### config.mk
export PLATFORM = sky130hd
export DESIGN_NAME = multiplier_control
export DESIGN_NICKNAME = d
export VERILOG_FILES = /design/src/rtl/mult_ctrl_pkg.sv /design/src/rtl/multiplier_control.sv
export SDC_FILE = /design/constraint.sdc
export NUM_CORES = 1
export LEC_CHECK = 0
export BUFFER_PORTS_ARGS = -buffer_cell sky130_fd_sc_hd__buf_2
export CAP_MARGIN = 20
export CORE_AREA = 5 5 42 44
export DETAILED_ROUTE_END_ITERATION = 10
export DIE_AREA = 0 0 47 49
export GPL_TIMING_DRIVEN = 0
export SLEW_MARGIN = 25
export SYNTH_ARGS = -nofsm -noshare
export SYNTH_HDL_FRONTEND = slang
export SYNTH_SLANG_ARGS = --single-unit
### constraint.sdc
create_clock -name Clk -period 2.56 [get_ports Clk]
set_input_delay 0.384 -clock Clk [delete_from_list [all_inputs] [get_ports Clk]]
set_output_delay 0.384 -clock Clk [all_outputs]
set_load 0.1 [all_outputs]
### src/rtl/mult_ctrl_pkg.sv
// Shared types and constants for the add/shift multiplier controller.
// The state enum and adder function codes live here so datapath blocks can use them too.
package mult_ctrl_pkg;

  typedef enum logic [2:0] {
    IDLE  = 3'd0,
    START = 3'd1,
    ADD   = 3'd2,
    SHIFT = 3'd3,
    HOLD  = 3'd4
  } state_t;

  localparam logic FN_ADD = 1'b0;
  localparam logic FN_SUB = 1'b1;

endpackage

### src/rtl/multiplier_control.sv
// Sequencer for a shift-add signed multiplier: clear, WIDTH add/shift pairs
// (subtract on the final, sign-weighted bit), then hold the product until Run drops.
module multiplier_control
  import mult_ctrl_pkg::*;
#(
  parameter int WIDTH = 8
) (
  input  logic Clk,
  input  logic Reset_n,
  input  logic Run,
  input  logic ClearA_LoadB,
  input  logic M,
  output logic Clear_AX,
  output logic Ld_B,
  output logic Ld_A,
  output logic Shift_En,
  output logic Fn,
  output logic Busy,
  output logic Done
);

  localparam int CW = (WIDTH > 1) ? $clog2(WIDTH) : 1;
  localparam logic [CW-1:0] LAST = CW'(WIDTH - 1);

  state_t        state;
  state_t        state_next;
  logic [CW-1:0] count;
  logic [CW-1:0] count_next;
  logic          last_bit;

  assign last_bit = (count == LAST);

  always_ff @(posedge Clk or negedge Reset_n) begin
    if (!Reset_n) begin
      state <= IDLE;
      count <= '0;
    end else begin
      state <= state_next;
      count <= count_next;
    end
  end

  always_comb begin
    state_next = state;
    count_next = count;
    Clear_AX   = 1'b0;
    Ld_B       = 1'b0;
    Ld_A       = 1'b0;
    Shift_En   = 1'b0;
    Fn         = FN_ADD;
    Busy       = 1'b0;
    Done       = 1'b0;

    case (state)
      IDLE: begin
        if (ClearA_LoadB) begin
          Ld_B     = 1'b1;
          Clear_AX = 1'b1;
        end else if (Run) begin
          state_next = START;
        end
      end
      START: begin
        Clear_AX   = 1'b1;
        Busy       = 1'b1;
        count_next = '0;
        state_next = ADD;
      end
      ADD: begin
        Busy       = 1'b1;
        Ld_A       = M;
        Fn         = last_bit ? FN_SUB : FN_ADD;
        state_next = SHIFT;
      end
      SHIFT: begin
        Busy     = 1'b1;
        Shift_En = 1'b1;
        // The counter parks at LAST instead of wrapping back to zero.
        if (last_bit) begin
          state_next = HOLD;
        end else begin
          count_next = count + 1'b1;
          state_next = ADD;
        end
      end
      HOLD: begin
        Done = 1'b1;
        if (!Run) state_next = IDLE;
      end
      default: state_next = IDLE;
    endcase

    // Reset silences every control line immediately, not just at the next edge.
    if (!Reset_n) begin
      Clear_AX = 1'b0;
      Ld_B     = 1'b0;
      Ld_A     = 1'b0;
      Shift_En = 1'b0;
      Fn       = FN_ADD;
      Busy     = 1'b0;
      Done     = 1'b0;
    end
  end

endmodule

==> run_results.csv <==
group,metric,value,unit
setup_path,worstReg2RegEnd,"count[0]",
layout,post-route-util,0.340,
floorplan,die-area,2300,um^2
drt,initialDrtViolationCount,2,
setup_path,critPathLaunchType,"input port",
sta,setup_viol,0,
global_routing,track_usage,0.0742,
power,leakage,0.244,nW
power,comb_power_share,0.615,
cts,numClockSinks,6,
power,pwr-share-clk,0.133,
cts,cts_htree_levels,1,
power,switchingPower,0.000312,W
layout,layout.nets,64,
power,p_int,0.000308,W
hold_path,hold_depth,3,
yosys,yosys_warnings,0,
placement,gp_congestion,0.665,
yosys,synth-xor-area-share,0,
power,p_total,0.000619,W
yosys,ys_seq_area_frac,0.412,
cts,path_clk_slew,0.04,ns
global_routing,grt.overflow.total,0,
yosys,synthMuxAreaShare,0,
sta,skew,0.00149,ns
sta,period_needed,2.37,ns
power,pwr-share-seq,0.252,
setup_path,critPathCaptureType,"output port",
yosys,synth_adder_area_share,0.0687,
drt,drt-pass1-iter-count,2,
setup_path,critPathRequiredTime,2.18,ns
yosys,synth_simple_gate_area_share,0.323,
cts,cts_tree,"yes",
cts,clock_latency,0.24,ns
sta,worst_pin_slew,0.485,ns
layout,antenna_cells,0,
global_routing,grt_start_max_net_pins,10,
cts,post_cts_buffers,0,
layout,regArea,150,um^2
setup_path,crit_path_start,"Reset_n",
floorplan,initial_core_util,0.260,
power,switching_share,0.503,
yosys,synth_seq_cells,6,
sta,timing.fmax,422,MHz
power,ir_drop,0.000359,V
drt,ant_nets,0,
floorplan,fp.dieW,47,um
setup_path,crit_chain,"dlygate4sd3_1 -> buf_2 -> nor2b_2 -> nand2_1 -> nor3b_1 -> clkbuf_4",
setup_path,rr_worst_depth,5,
yosys,syn-cell-area,364,um^2
setup_path,crit_slowest_cell,"dlygate4sd3_1",
hold_path,min_to,"state[2]",
setup_path,slowest_delay,0.52,ns
global_routing,grt_pass1_wl,1240,um
global_routing,antenna_found_initial,0,
global_routing,grt_pass1_vias,298,
hold_path,min_from,"Run",
hold_path,hold_path.class,"in -> reg",
layout,layout-drive-gt1-share,0.364,
cts,cts.path.max_buffers,2,
yosys,synth_top_family_by_area,"simple AND/OR/NAND/NOR gates",
drt,routedWlPerCell,10.2,um
placement,port_buffers,11,
sta,rsz0062_at_grt,"no",
floorplan,coreArea,1400,um^2
yosys,synth_compound_area_frac,0.144,
layout,fin_cells,71,
placement,dp_hpwl,571,um
power,p_per_area,1300,nW/um^2
drt,dr_total_vias,336,
layout,areaGrowthSynthToFinish,30.9,%
cts,clock-root-buffer,"clkbuf_4",
yosys,netlist_instances,40,
sta,relSlewSlack,0.679,
floorplan,die_h,49,um
floorplan,num_rows,14,
floorplan,pin_count,12,
layout,multiInputGateArea,195,um^2
sta,finalMaxSlewViolations,0,
setup_path,r2r_start,"count[0]",
drt,drc,0,
setup_path,path_class,"in -> out",
sta,fin_crit_sh,0.926,
sta,hold_viol,0,
drt,via_per_inst,4.73,
yosys,synth_fp_nets,47,
cts,cts_buffers,3,
drt,routed_wirelength,725,um
yosys,avgSynthCellArea,9.10,um^2
layout,fillers,157,
placement,place_inst,67,
setup_path,reg2reg_setup_slack,1.18,ns
yosys,synth_cell_types,21,
setup_path,crit_path_max_fanout,8,
run_status,status,"finished, final reports clean",
job,drv.max_cap_violation_count,0,
setup_path,arrival,1.99,ns
cell usage in the layout, fill, tap and decap left out, types with 2 or more instances in the layout:
| cell type | instances |
|---|---|
| ha_1 | 2 |
| nor2_1 | 2 |
| o21ai_1 | 3 |
| clkbuf_4 | 5 |
| nand2_1 | 4 |
| dfrtp_1 | 6 |
| buf_4 | 2 |
| o21ai_0 | 5 |
| buf_2 | 9 |
| nor3b_1 | 2 |
| and3_1 | 2 |
worst max-delay path by stage:
stage and endpoint:
2_1_floorplan Fn, 5_1_grt Fn, 3_5_place_dp Ld_A, 6_report Fn, 3_3_place_gp Fn, 4_1_cts Ld_A
through the flow:
| step | setup slack (ns) | TNS (ns) | instance area, um^2 | hold WS (ns) |
|---|---|---|---|---|
| 2_1_floorplan | -0.692 | -1.38 | 364 | 0.0884 |
| 5_1_grt | 0.0153 | 0 | 477 | 0.429 |
| 3_3_place_gp | 0.637 | 0 | 439 | 0.228 |
| 3_5_place_dp | 0.633 | 0 | 439 | 0.225 |
| 6_report | 0.190 | 0 | 477 | 0.404 |
| 4_1_cts | 0.100 | 0 | 472 | 0.401 |
critical path, delay by kind of cell:
kind / cells / cell delay (ns)
simple gates: 3 / 0.51
buf+inv: 3 / 1.07
power by group through the flow:
| stage | logic (W) | clock network (W) | registers, W |
|---|---|---|---|
| 5_1_grt | 0.000417 | 0.0000922 | 0.000161 |
| 3_3_place_gp | 0.000376 | 0 | 0.000155 |
| 6_report | 0.000381 | 0.0000823 | 0.000156 |
| 2_1_floorplan | 0.000324 | 0 | 0.000152 |
| 3_5_place_dp | 0.000379 | 0 | 0.000158 |
| 4_1_cts | 0.000381 | 0.0000870 | 0.000156 |
registers in the layout (all words and copies together) (netlist names):
name	cells
count	3
state	3
layout make-up:
type | instances | area share
buffer | 2 | 0.0315
timing repair buffer | 12 | 0.147
tap | 16 | 0.0420
clock buffer | 3 | 0.0472
sequential | 6 | 0.315
multi-input combinational | 31 | 0.409
inverter | 1 | 0.00787
cells in the mapped netlist (all sizes together):
cell type,number,area [um^2]
nand2b,2,20.0
nor2b,2,15.0
nor3b,2,15.0
a211oi,1,7.51
nor2,2,7.51
o21ai,8,40.0
and2,1,6.26
ha,2,25.0
nand2,4,15.0
and3,3,20.0
buf,2,15.0
nor3,1,5.00
dfrtp,6,150
nand3,1,5.00
a21oi,1,5.00
inv,1,3.75
or2,1,8.76
kinds of logic after synthesis:
group                      count (synthesis)
adders and majority gates                  2
and+or+nand+nor                           19
AOI/OAI and AO/OA                         10
buffers and inverters                      3
DFF                                        6
repair_timing:
item | 4_1_cts | 5_1_grt
gates resized for setup | 0 | 2
endpoints found under the setup margin | 0 | 2
hold buffers | 1 | 0
endpoints found under the hold margin | 6 | 0
routing by layer:
metal	global-route usage	vias to the layer above	routed length, um
li1	-	171	-
met1	0.0889	155	306
met2	0.106	8	356
met3	0	2	41
met4	0.0829	0	20
met5	0	-	0
Note: power is estimated with default switching activity, not from simulation.
